File: src/rtl/alu_shift_pkg.sv
// Shared op and FSM state encodings for the iterative shifter and the ALU decoder.
package alu_shift_pkg;

  typedef enum logic [1:0] {
    OP_SLL = 2'b00,
    OP_SRL = 2'b01,
    OP_SRA = 2'b10,
    OP_ROL = 2'b11
  } op_e;

  typedef enum logic [1:0] {
    ST_IDLE = 2'b00,
    ST_BUSY = 2'b01,
    ST_DONE = 2'b10
  } state_e;

endpackage

File: src/rtl/alu_shift_stage.sv
// One log-shifter stage: shifts/rotates by 2^stage_i when en_i is set, else passes through.
// Purely combinational; SRA fill comes from val_i's MSB, which arithmetic stages preserve.
module alu_shift_stage
  import alu_shift_pkg::*;
#(
  parameter int XLEN    = 32,
  parameter int SHAMT_W = $clog2(XLEN)
) (
  input  logic [XLEN-1:0]    val_i,
  input  op_e                op_i,
  input  logic [SHAMT_W-1:0] stage_i,
  input  logic               en_i,
  output logic [XLEN-1:0]    val_o
);

  logic [SHAMT_W-1:0] amt;
  logic [SHAMT_W:0]   rot_r;

  assign amt   = SHAMT_W'(1) << stage_i;
  assign rot_r = (SHAMT_W+1)'(XLEN) - (SHAMT_W+1)'(amt);

  always_comb begin
    val_o = val_i;
    if (en_i) begin
      case (op_i)
        OP_SLL:  val_o = val_i << amt;
        OP_SRL:  val_o = val_i >> amt;
        OP_SRA:  val_o = $unsigned($signed(val_i) >>> amt);
        OP_ROL:  val_o = (val_i << amt) | (val_i >> rot_r);
        default: val_o = val_i;
      endcase
    end
  end

endmodule

File: src/rtl/alu_shift_seq.sv
// Iterative shifter: one log stage per cycle, SHAMT_W cycles (1 when shamt==0), single request in flight.
// in_ready only in IDLE; result held in DONE until out_ready; flush aborts from any state.
module alu_shift_seq
  import alu_shift_pkg::*;
#(
  parameter int XLEN    = 32,
  parameter int SHAMT_W = $clog2(XLEN)
) (
  input  logic            clk,
  input  logic            rst,
  input  logic            flush,
  input  logic            in_valid,
  output logic            in_ready,
  input  logic [1:0]      op,
  input  logic [XLEN-1:0] rs1,
  input  logic [XLEN-1:0] rs2,
  output logic            out_valid,
  input  logic            out_ready,
  output logic [XLEN-1:0] rd
);

  state_e             state_q, state_d;
  logic [SHAMT_W-1:0] cnt_q, cnt_d;
  logic [SHAMT_W-1:0] shamt_q, shamt_d;
  op_e                op_q, op_d;
  logic [XLEN-1:0]    rd_q, rd_d;
  logic [XLEN-1:0]    stage_val;
  logic               unused_rs2_hi;

  assign unused_rs2_hi = ^rs2[XLEN-1:SHAMT_W];

  // rd_q doubles as the working register between stages.
  alu_shift_stage #(
    .XLEN    (XLEN),
    .SHAMT_W (SHAMT_W)
  ) u_stage (
    .val_i   (rd_q),
    .op_i    (op_q),
    .stage_i (cnt_q),
    .en_i    (shamt_q[cnt_q]),
    .val_o   (stage_val)
  );

  always_comb begin
    state_d = state_q;
    cnt_d   = cnt_q;
    shamt_d = shamt_q;
    op_d    = op_q;
    rd_d    = rd_q;
    if (flush) begin
      state_d = ST_IDLE;
    end else begin
      case (state_q)
        ST_IDLE: begin
          if (in_valid) begin
            op_d    = op_e'(op);
            shamt_d = rs2[SHAMT_W-1:0];
            rd_d    = rs1;
            cnt_d   = '0;
            state_d = (rs2[SHAMT_W-1:0] == '0) ? ST_DONE : ST_BUSY;
          end
        end
        ST_BUSY: begin
          rd_d  = stage_val;
          cnt_d = cnt_q + SHAMT_W'(1);
          if (cnt_q == SHAMT_W'(SHAMT_W - 1)) state_d = ST_DONE;
        end
        ST_DONE: begin
          if (out_ready) state_d = ST_IDLE;
        end
        default: state_d = ST_IDLE;
      endcase
    end
  end

  always_ff @(posedge clk or posedge rst) begin
    if (rst) begin
      state_q <= ST_IDLE;
      cnt_q   <= '0;
      shamt_q <= '0;
      op_q    <= OP_SLL;
      rd_q    <= '0;
    end else begin
      state_q <= state_d;
      cnt_q   <= cnt_d;
      shamt_q <= shamt_d;
      op_q    <= op_d;
      rd_q    <= rd_d;
    end
  end

  assign in_ready  = (state_q == ST_IDLE);
  assign out_valid = (state_q == ST_DONE);
  assign rd        = rd_q;

endmodule

File: config.mk
export PLATFORM = sky130hd
export DESIGN_NAME = alu_shift_seq
export DESIGN_NICKNAME = d
export VERILOG_FILES = /design/src/rtl/alu_shift_pkg.sv /design/src/rtl/alu_shift_stage.sv /design/src/rtl/alu_shift_seq.sv
export SDC_FILE = /design/constraint.sdc
export NUM_CORES = 1
export LEC_CHECK = 0
export CAP_MARGIN = 20
export CORE_AREA = 4 4 127 129
export CTS_BUF_LIST = sky130_fd_sc_hd__clkbuf_2 sky130_fd_sc_hd__clkbuf_4 sky130_fd_sc_hd__clkbuf_8
export DETAILED_ROUTE_END_ITERATION = 10
export DIE_AREA = 0 0 131 133
export PLACE_DENSITY_LB_ADDON = 0.05
export SYNTH_ARGS = -nofsm -noshare
export SYNTH_HDL_FRONTEND = slang
export SYNTH_HIERARCHICAL = 1
export SYNTH_SLANG_ARGS = --single-unit
File: constraint.sdc
create_clock -name clk -period 6 [get_ports clk]
set_input_delay 0.9 -clock clk [delete_from_list [all_inputs] [get_ports clk]]
set_output_delay 0.9 -clock clk [all_outputs]
set_load 0.01 [all_outputs]
# After elaboration in Yosys (flattened, before gate mapping)
# Cells that the tools add are included.
# word_totals
register_bits	46
# op_classes
n_addsub	2
magnitude_cmp	1
n_eq_ne	11
n_shift	5
n_mux	14
n_bitwise	2
reduce_logical	8
# ops
cell	count
$pmux W32 S4	1
$mux W32	2
$pmux W32 S2	1
$or A32 B32 Y32	1
$shl A32 B5 Y32	1
$shr A32 B5 Y32	1
$shr A32 B6 Y32	1
$sshr A32 B5 Y32	1
$mux W2	5
$pmux W5 S2	1
$reduce_and A3 Y1	3
$eq A2 B2 Y1 const B	3
$ne A3 B3 Y1 const B	2
$pmux W2 S3	1
$sub A6 B5 Y6 const A	1
$add A5 B1 Y5 const B	1
$eq A5 B3 Y1 const B	1
$logic_not A5 Y1	1
$lt A5 B4 Y1 const B	1
$mux W5	1
$shl A1 B5 Y5 const A	1
$eq A2 B1 Y1 const B	2
$logic_not A2 Y1	2
$reduce_and A4 Y1	1
other kinds (7)	7

# Longest topological paths before layout
# logic_depth
depth_word	7
depth_mapped	21
ltp_nobuf	14

# By module
# The synthesis kept the hierarchy.
# modules_own_cells
module	n_inst	cells_each	area_per_inst_um2	seq_area_each_um2
alu_shift_stage	1	934	5529.1	0.0
alu_shift_seq	1	170	2572.5	1151.1

# Worst setup path after synthesis
# No wires, ideal clock.
# synth_path
path_type	flip-flop to flip-flop
from	register cnt_q[0]
to	register rd_q[25], in the netlist rd[25]
setup_time_ps	125
t_arrival_ps	4671
t_required_ps	5875
slack_ps	1204
stages_incl_launch_ff	20
synth_period_minus_slack_ps	4796
path_cell_list	dfrtp_1 or2_2 clkbuf_1 nor2_2 inv_2 clkbuf_1 clkbuf_1 buf_2 ha_1 clkbuf_1 clkbuf_1 nor3_1 a22o_1 a22oi_1 nor3_1 nand2_1 nor2_1 o32a_1 mux2_4 mux2_4
# synth_via
elab_chain_cells	7
# synth_rtl
item	line	rtl
from (decl)	alu_shift_seq.sv:23	logic [SHAMT_W-1:0] cnt_q, cnt_d;
from (signal assigned)	alu_shift_seq.sv:85	cnt_q <= cnt_d;
$shl A1 B5 Y5 (*)	alu_shift_stage.sv:19	assign amt = SHAMT_W'(1) << stage_i;
$sub A6 B5 Y6	alu_shift_stage.sv:20	assign rot_r = (SHAMT_W+1)'(XLEN) - (SHAMT_W+1)'(amt);
$shr A32 B6 Y32	alu_shift_stage.sv:29	OP_ROL: val_o = (val_i << amt) | (val_i >> rot_r);
$or A32 B32 Y32	alu_shift_stage.sv:29	
$pmux W32 S4 (*)	alu_shift_stage.sv:25	case (op_i)
$mux W32 (*)	alu_shift_stage.sv:24	if (en_i) begin
via stage_val[25]	alu_shift_seq.sv:27	logic [XLEN-1:0] stage_val;
$pmux W32 S2 (*)	alu_shift_seq.sv:53	case (state_q)
to (signal assigned)	alu_shift_seq.sv:88	rd_q <= rd_d;
to (decl)	alu_shift_seq.sv:26	logic [XLEN-1:0] rd_q, rd_d;
# Mark *: on every way through the listed nets, which the timed path passes. The rest lies on a longest branch. The select of a mux whose other input is x is not followed.
# A chain may end at the register's enable or synchronous reset.

# Final worst setup path
# layout_path
from	register cnt_q[2]
to	register rd_q[15], in the netlist rd[15]
# The elaborated chain is that of the path after synthesis.

==> flow_metrics.tcl <==
set metrics [dict create \
    slew_violations 0 \
    wl_um 38000 \
    async_flop_share 1.00 \
    synth_warnings 6 \
    io_pins 105 \
    grtUsageMet1 0.573 \
    core_area_mm2 0.0150 \
    finalClockSkew_ps 7.52 \
    holdWs_ps 518 \
    tns_ps 0 \
    grt_pass1_wl_um 56200 \
    cts_tree "yes" \
    design.die.area_mm2 0.0174 \
    fin_cells 1303 \
    worst_pin_slew_ps 1260 \
    drt_iter0_drc 2340 \
    met3_usage 0.119 \
    antennaDiodeCount 0 \
    routabilityCongestion 1.08 \
    grt_use_total 0.423 \
    area_delta_synth_final_pct 12.3 \
    ctsResizeCount 0 \
    critical-path-slowest-cell "a311oi_1" \
    clkSinkCount 46 \
    gr-usage-met2 0.606 \
    synth_area_mm2 0.00810 \
    hp-class "reg -> reg" \
    htree_levels 2 \
    critical-path-max-stage-delay_ps 710 \
    ys.flop_type "dfrtp_1" \
    clk_root_buffer_cell "clkbuf_8" \
    routedWlPerCell_um 29.2 \
    portBuffers 77 \
    path_buf_inv 5 \
    grt_max_degree 56 \
    nets 1188 \
    syn_avg_cell_area_um2 7.34 \
    ys_seq_area_frac 0.142 \
    synthCells 1104 \
    fin_util 0.605 \
    synth_cell_types 78 \
    initial_core_util 0.539 \
    avgViaCountPerCell 7.70 \
    crit_path_end_kind "flop" \
    rsz0062_at_grt "no" \
    dp.cells 1293 \
    vias 10000 \
    finalCritPeriodShare 0.867 \
    drv_cap 0 \
    cpLargestDelayFamily "simple AND/OR/NAND/NOR gates" \
    crit_arrival_ps 5440 \
    grt_busiest_layer "met2" \
    crit_path_start_kind "flop" \
    dieWidth_um 131 \
    final_layout_size_suffix_gt1_frac 0.163 \
    critPathKind "reg -> reg" \
    synth-edff-count 0 \
    die_height_um 133 \
    hold_buffers 0 \
    final_cell_mix "nand2_1 (115), nor2_1 (111), a21oi_1 (97), o21ai_0 (94), clkdlybuf4s50_1 (77)" \
    clockBufferDepth 2 \
    ys_ff_latch 46 \
    timing.critical_path.mode_cell "buf_4" \
    post_cts_buffers 0 \
    remaining_drc_errors 0 \
    cts_buffers 5 \
    path_cells "buf_4, or4_1, nor2_1, buf_4, clkinv_1, buf_4, ha_1, or3_1, nand2_4, buf_4, mux2i_1, nor2_1, a311oi_1, o21ai_0, a22o_1, mux2_4, mux2_4" \
    path_max_fanout 31 \
    crit_required_ps 6240 \
    setup_violations 0 \
    grt-ovfl-total 0 \
    layout_commonest_cell "nand2_1" \
    n_fill_cell 1395 \
    fin_crit_ps 5200 \
    drt.antenna.violating_nets 0 \
    relSlewSlack 0.155 \
    clock_latency_ps 340 \
    grt_pass1_vias 9067 \
    first_pass_iters 6 \
    hold_violations 0 \
    syn_nets 1178 \
    rows 45 \
    status "complete, no violations" \
    fmaxAchievable_mhz 192 \
    dp.final_hpwl_um 26500 \
    clk_pin_slew_ps 110 \
    antenna_found_initial 0 \
]
[final timing paths]
check,startpoint,end,slack [ps],cells after the start
setup / recovery,cnt_q[2]$_DFFE_PP0P_,rd[15]$_DFFE_PP0P_,800,17
min in group asynchronous,rst,rd[5]$_DFFE_PP0P_,1040,3
max in group asynchronous,rst,cnt_q[0]$_DFFE_PP0P_,4450,3
setup reg to reg,cnt_q[2]$_DFFE_PP0P_,rd[15]$_DFFE_PP0P_,800,17
hold reg to reg,shamt_q[1]$_DFFE_PP0P_,shamt_q[1]$_DFFE_PP0P_,520,1
hold / removal,shamt_q[1]$_DFFE_PP0P_,shamt_q[1]$_DFFE_PP0P_,520,1
[cell type report]
cell class | count | area (um^2) | share of cell area
Timing Repair Buffer | 123 | 1150 | 0.126
Multi-Input combinational cell | 910 | 6360 | 0.699
Tap cell | 188 | 235 | 0.0258
Clock buffer | 5 | 68.8 | 0.00756
Clock inverter | 3 | 28.8 | 0.00316
Inverter | 28 | 105 | 0.0115
Sequential cell | 46 | 1150 | 0.127
[cells by family (layout without fill, tap and decap cells)]
family                   after synthesis  in the layout  synth area share
AO/OA/AOI/OAI                        400            400             0.322
adder cells (fa/ha/maj)                3              3           0.00463
buffers and inverters                148            159            0.0781
flip-flops                            46             46             0.142
multiplexers                         142            142             0.243
AND/OR/NAND/NOR                      365            365             0.210
[cell usage after synthesis, types with 6 or more instances]
library cell,count,area [um^2]
nor2b_1,14,87.6
nand2_1,115,432
nor3_1,35,175
o211ai_1,21,158
and3_1,6,37.5
nor2_1,111,417
clkbuf_1,97,364
a221oi_1,8,70.1
mux2i_1,37,370
a22o_1,6,52.6
a2bb2oi_1,6,52.6
mux4_2,18,405
or3_1,6,37.5
a211oi_1,35,263
dfrtp_1,46,1150
mux2_2,30,338
a21oi_1,97,485
o31ai_1,8,60.1
o22ai_1,17,106
buf_1,6,22.5
o21ai_0,94,470
nand3_1,30,150
a22oi_1,15,113
buf_2,8,40.0
o221ai_1,11,96.3
inv_1,25,93.8
nand4_1,6,37.5
mux2_4,57,856
and2_1,7,43.8
nand2b_1,13,81.3
a31oi_1,18,113
[routing by layer]
| metal | up-vias | wire length (um) |
|---|---|---|
| met3 | 247 | 5690 |
| met1 | 4567 | 13800 |
| met4 | 0 | 2870 |
| met5 | - | 0 |
| met2 | 1051 | 15600 |
| li1 | 4173 | - |
[through the flow]
stage / worst slack (ps) / instance area (um^2)
2_1_floorplan: 1200 / 8100
3_3_place_gp: 1050 / 8960
3_5_place_dp: 1030 / 8990
4_1_cts: 1030 / 9090
5_1_grt: 638 / 9100
6_report: 799 / 9100
[sequential cells by signal, summed over array words and instances, names as in the netlist]
name / cells
shamt_q: 5
cnt_q: 5
op_q: 2
state_q: 2
rd: 32
Power is left out: the tool's default activity adds up to more than one toggle a clock period on the data nets, which glitch-free logic cannot reach.
